===== src/rtl/pipe_hazard_ctrl.sv =====
// pipe_hazard_ctrl: stall/bubble/flush sequencer for the 5-stage CPU.
// Detects RAW hazards against EX and MEM that the ID-stage WB bypass cannot
// cover, turns a taken ID branch into an IF_ID flush, and runs the interrupt
// entry/return FSM that tags the instruction entering ID.
// Optional feature macro: PIPE_HAZARD_CTRL_PERF_EN adds the stall_cnt port,
// a saturating count of hazard-stall cycles.
module pipe_hazard_ctrl #(
  parameter int NUM_REGS    = 16,
  parameter int STALL_CNT_W = 32
) (
  input  logic                        clk,
  input  logic                        rst_n,
  input  logic [$clog2(NUM_REGS)-1:0] id_rd1,
  input  logic [$clog2(NUM_REGS)-1:0] id_rd2,
  input  logic                        id_rd1_used,
  input  logic                        id_rd2_used,
  input  logic                        id_branch_sel,
  input  logic                        ex_reg_wr,
  input  logic [$clog2(NUM_REGS)-1:0] ex_reg_dst,
  input  logic                        mem_reg_wr,
  input  logic [$clog2(NUM_REGS)-1:0] mem_reg_dst,
  input  logic                        ex_returni,
  input  logic                        irq,
  output logic                        stall_if,
  output logic                        stall_id,
  output logic                        bubble_ex,
  output logic                        flush_if_id,
  output logic                        int_inject,
  output logic                        int_ack,
  output logic                        in_isr
`ifdef PIPE_HAZARD_CTRL_PERF_EN
  ,
  output logic [STALL_CNT_W-1:0]      stall_cnt
`endif
);

  typedef enum logic [1:0] {
    IDLE  = 2'd0,
    ENTER = 2'd1,
    ISR   = 2'd2
  } state_t;

  state_t state;
  logic   enter_flag;
  logic   haz;

  // A zero-width counter makes no sense; the generate block only exists to
  // keep the width parameter meaningful in builds without the counter.
  if (STALL_CNT_W < 1) begin : g_bad_cnt_w
  end

  // RAW hazard: a pending EX or MEM write to a register the ID instruction
  // reads. WB writes are covered by the ID bypass, so they are not checked.
  always_comb begin
    haz = (id_rd1_used && ex_reg_wr  && (id_rd1 == ex_reg_dst))  ||
          (id_rd2_used && ex_reg_wr  && (id_rd2 == ex_reg_dst))  ||
          (id_rd1_used && mem_reg_wr && (id_rd1 == mem_reg_dst)) ||
          (id_rd2_used && mem_reg_wr && (id_rd2 == mem_reg_dst));
  end

  // Interrupt FSM with registered entry and in-ISR flags.
  always_ff @(posedge clk) begin
    if (!rst_n) begin
      state      <= IDLE;
      enter_flag <= 1'b0;
      in_isr     <= 1'b0;
    end else begin
      case (state)
        IDLE: begin
          // Entry waits for a cycle with neither a stall nor a flush, so
          // the tagged instruction is the one actually entering ID.
          if (irq && !haz && !id_branch_sel) begin
            state      <= ENTER;
            enter_flag <= 1'b1;
          end
        end
        ENTER: begin
          state      <= ISR;
          enter_flag <= 1'b0;
          in_isr     <= 1'b1;
        end
        ISR: begin
          if (ex_returni) begin
            state  <= IDLE;
            in_isr <= 1'b0;
          end
        end
        default: begin
          state      <= IDLE;
          enter_flag <= 1'b0;
          in_isr     <= 1'b0;
        end
      endcase
    end
  end

  // Pipeline controls: reset forces a NOP into IF_ID and ID_EX, then
  // hazard stall beats branch flush; entry only adds a PC hold and tags.
  always_comb begin
    stall_if    = 1'b0;
    stall_id    = 1'b0;
    bubble_ex   = 1'b0;
    flush_if_id = 1'b0;
    int_inject  = 1'b0;
    int_ack     = 1'b0;
    if (!rst_n) begin
      bubble_ex   = 1'b1;
      flush_if_id = 1'b1;
    end else begin
      if (haz) begin
        stall_if  = 1'b1;
        stall_id  = 1'b1;
        bubble_ex = 1'b1;
      end else if (id_branch_sel) begin
        flush_if_id = 1'b1;
      end
      if (enter_flag) begin
        int_inject = 1'b1;
        int_ack    = 1'b1;
        stall_if   = 1'b1;
      end
    end
  end

`ifdef PIPE_HAZARD_CTRL_PERF_EN
  // Saturating count of hazard-stall cycles.
  always_ff @(posedge clk) begin
    if (!rst_n) begin
      stall_cnt <= '0;
    end else if (haz && (stall_cnt != {STALL_CNT_W{1'b1}})) begin
      stall_cnt <= stall_cnt + 1'b1;
    end
  end
`endif

endmodule


===== config.mk =====
export PLATFORM = sky130hd
export DESIGN_NAME = pipe_hazard_ctrl
export DESIGN_NICKNAME = d
export VERILOG_FILES = /design/src/rtl/pipe_hazard_ctrl.sv
export SDC_FILE = /design/constraint.sdc
export NUM_CORES = 1
export LEC_CHECK = 0
export ABC_AREA = 0
export BUFFER_PORTS_ARGS = -buffer_cell sky130_fd_sc_hd__buf_4
export CAP_MARGIN = 20
export CELL_PAD_IN_SITES_DETAIL_PLACEMENT = 0
export CELL_PAD_IN_SITES_GLOBAL_PLACEMENT = 1
export CORE_UTILIZATION = 24
export CTS_CLUSTER_SIZE = 14
export DETAILED_ROUTE_END_ITERATION = 10
export PLACE_DENSITY_LB_ADDON = 0.3
export SYNTH_ARGS = -nofsm -noshare
export SYNTH_HDL_FRONTEND = slang
export SYNTH_SLANG_ARGS = --single-unit
export TNS_END_PERCENT = 20

===== constraint.sdc =====
create_clock -name clk -period 2.01 [get_ports clk]
set_input_delay 0.3015 -clock clk [delete_from_list [all_inputs] [get_ports clk]]
set_output_delay 0.3015 -clock clk [all_outputs]
set_load 0.01 [all_outputs]

==> summary.md <==
| Metric | Value |
|---|---|
| Status | finished, final reports clean |
| Leakage power summed over all cells | ~0.33 nW |
| Arrival time reported for the critical path endpoint | 1610 ps |
| Nets | around 110 |
| Startpoint Class | input port |
| Predominant post-synthesis flop cell | sky130_fd_sc_hd__dfxtp_1 |
| Avg Vias per Cell | around 4.8 |
| Final setup viols | 0 |
| Endpoint type of the worst setup path | output port |
| Number of distinct library cell variants in the gate-level netlist after synthesis | 23 |
| Portion of the post-synthesis area used by sequential elements | 20.3% |
| Largest driver fanout on the critical path | 6 |
| CP required | 1710 ps |
| Hold-fix buffer count after cts | 0 |
| Height of the chip | around 43 um |
| Final worst clock skew | between 4 and 5 ps |
| Worst hold path depth | 2 |
| Async set-or-reset flop fraction in the synthesized netlist | 0% |
| Worst setup path class | in2out |
| Flip-flop and latch count after synthesis | 4 |
| Type of the tightest min-delay check | in2reg |
| GRT Resource Usage Total | ~12% |
| Filler cell count in the final layout | 175 |
| Placed cell areas | approximately 640 um2 |
| Synth Net Count | between 70 and 80 |
| Non-filler instance count after layout | 98 |
| First-iteration detailed-routing DRC count | 12 |
| Worst-case hold path end point | in_isr |
| Maximum number of pins on one net before global-route repair | 8 |
| Reg2Reg Capture Point | enter_flag |
| Clock tree from TritonCTS | built |
| Cells after synthesis | 49 |
| Hold violation count in the final report | 0 |
| DRC violations left | 0 |
| Combinational Power Share | between 30% and 40% |
| Design internal power | about 0.22 mW |
| Number of iterations in the first detailed-routing pass | 4 |
| Post-layout min period | 1910 ps |
| Clock tree root driver cell | sky130_fd_sc_hd__clkbuf_4 |
| Top cells by area in the synthesized netlist | sky130_fd_sc_hd__xor2_1 (22%), sky130_fd_sc_hd__dfxtp_1 (20%), sky130_fd_sc_hd__xnor2_1 (6.6%), sky130_fd_sc_hd__inv_1 (4.7%), sky130_fd_sc_hd__nand4_1 (4.7%) |
| Routability cong. | approximately 0.66 |
| Post-CTS setup buffer count | 0 |
| Number of maximum-capacitance violations | 0 |
| Most common library cells after synthesis | sky130_fd_sc_hd__xor2_1 (10), sky130_fd_sc_hd__inv_1 (5), sky130_fd_sc_hd__dfxtp_1 (4) |
| Area share of the largest cell type after synthesis | around 22% |
| Die boundary width | between 40 and 50 um |
| Yosys Warn Count | 0 |
| FF-to-FF Start | state[0] |
| Clock buffers created by TritonCTS | 3 |
| Util after Layout | a little over two fifths |
| Average cell area after synthesis | slightly above 8 um2 |
| Sequential cell fraction of total power | 29.6% |
| Worst R2R Setup Slack | 1170 ps |
| Power density cells | ~450 nW/um2 |
| Number of input and output port buffers inserted | 31 |
| Worst skew pair latency | between 200 and 250 ps |
| Final TNS setup | 0 ps |
| Maximum level of the CTS H-tree | 1 |
| Total number of vias | around 470 |
| Total die area | 1810 um2 |
| Core area | ~1500 um2 |
| Post-synth EDFFs | 0 |
| Via count of the first global-routing pass | approximately 450 |
| Boundary pin count | 32 |
| Final cycle utilization of the critical path | 95.1% |
| Aggregate global routing overflow | 0 |
| Power share of the clock group | between 30 and 40% |
| Overall power after layout | between 0.2 and 0.3 mW |
| Number of placed cells counting well taps | 95 |
| Number of sinks handled by clock tree synthesis | 4 |
| Worst IR Drop VDD | 0.167 mV |
| Worst-Margin Slew | about 250 ps |
| Hold Crit Start | rst_n |
| Maximum count of clock buffers along a single path | 2 |
| Ratio of cells with drive above 1 in the final layout | between 40% and 50% |
| Average wire per standard cell | around 10 um |
| HPWL reported at the end of detailed placement | 844 um |
| Yosys top cell by area | sky130_fd_sc_hd__xor2_1 |
| Max-slew violation count | 0 |
| Unrepaired setup endpoints after global routing | false |
| Post-synthesis cell area | just under 400 um2 |
| Cells resized by post-CTS repair | 0 |
| Post-Layout Inst Area | about 660 um2 |
| Max Freq | 0.523 GHz |
| Cell with the most instances after synthesis | sky130_fd_sc_hd__xor2_1 |
| Number of nets with antenna violations after detailed routing | 0 |
| Detailed Route WL | 989 um |
| Number of antenna diodes | 0 |
| Switching share of power | around 27% |
| Initial Util | between 20% and 30% |
| Global-route wire length before repair | between 1500 and 2000 um |
| Normalized max-slew margin | a little over four fifths |
| Number of placement rows | 14 |
| Total net switching power | slightly above 0.08 mW |
| Clk pin slew, worst setup/hold paths | around 40 ps |
| Worst Reg2Reg Path Length in Cells | 2 |
| Area growth from synthesis to final layout | 67.7% |
| Number of antenna violations at the first check in global routing | 0 |
## layout make-up
class | instances | area [um2] | share of cell area [%]
multi-input combinational | 39 | 289 | 43.6
sequential | 4 | 80.1 | 12.1
tap | 16 | 20.0 | 3.02
inverter | 5 | 18.8 | 2.83
clock buffer | 3 | 22.5 | 3.40
timing repair buffer | 31 | 233 | 35.1
## kinds of logic after synthesis
| kind of cell | share of synthesized area [%] |
|---|---|
| and+or+nand+nor | 26.6 |
| xor gates and xnor gates | 28.8 |
| AOI/OAI and AO/OA | 15.2 |
| buffers and inverters | 6.65 |
| DFF | 20.3 |
| muxes | 2.53 |
## flip-flops by register name, indices dropped and copies added, names as in the netlist
| register | cells |
|---|---|
| enter_flag | 1 |
| state | 2 |
| in_isr | 1 |
## power by group through the flow
stage | logic, mW | registers, mW | clock network, mW
finish | 0.111 | 0.0880 | 0.0983
global route | 0.122 | 0.0888 | 0.106
CTS | 0.112 | 0.0881 | 0.102
detailed placement | 0.112 | 0.0893 | 0
global placement | 0.112 | 0.0892 | 0
floorplan | 0.0466 | 0.0890 | 0
## per-layer routing
layer  wire (um)  track usage [%]  vias to the layer above
met5           0                0                        -
met1         428             14.3                      215
met3          71             2.59                        0
met2         489             20.9                       16
met4           0             5.63                        0
li1            -                -                      242
## worst max-delay path: stages
cell and delay [ps]:
sky130_fd_sc_hd__buf_4 120, sky130_fd_sc_hd__a222oi_1 300, sky130_fd_sc_hd__or4b_1 480, sky130_fd_sc_hd__nand4_2 160, sky130_fd_sc_hd__and2_1 140, sky130_fd_sc_hd__buf_4 110
## layout by cell type, fill, tap and decap left out, types with 2 or more instances in the layout
master                     synthesis  routed
sky130_fd_sc_hd__buf_4             1      31
sky130_fd_sc_hd__xor2_1           10      10
sky130_fd_sc_hd__inv_1             5       5
sky130_fd_sc_hd__dfxtp_1           4       4
sky130_fd_sc_hd__nor3_1            3       3
sky130_fd_sc_hd__xnor2_1           3       3
sky130_fd_sc_hd__nand4_1           3       3
sky130_fd_sc_hd__clkbuf_4          0       3
sky130_fd_sc_hd__o21ai_0           2       2
sky130_fd_sc_hd__and2_1            2       2
sky130_fd_sc_hd__nand2b_1          2       2
sky130_fd_sc_hd__nor2_1            2       2
## metrics by stage
stage                     setup slack [ps]  hold slack, ps
after floorplan                        333             428
after global placement                 103             483
after detailed placement              90.3             496
after CTS                             85.8             350
after global routing                  10.0             372
final                                 99.5             356
## worst max path at each step
| stage | from | end | slack, ps | cells past startpoint |
|---|---|---|---|---|
| global route | mem_reg_dst[1] | flush_if_id | 10 | 6 |
| floorplan | id_rd2[1] | stall_id | 330 | 5 |
| global placement | mem_reg_dst[1] | stall_id | 100 | 6 |
| CTS | mem_reg_dst[1] | stall_id | 90 | 6 |
| detailed placement | mem_reg_dst[1] | stall_id | 90 | 6 |
| finish | mem_reg_dst[1] | stall_id | 100 | 6 |
Power figures use the tool's default switching activity.
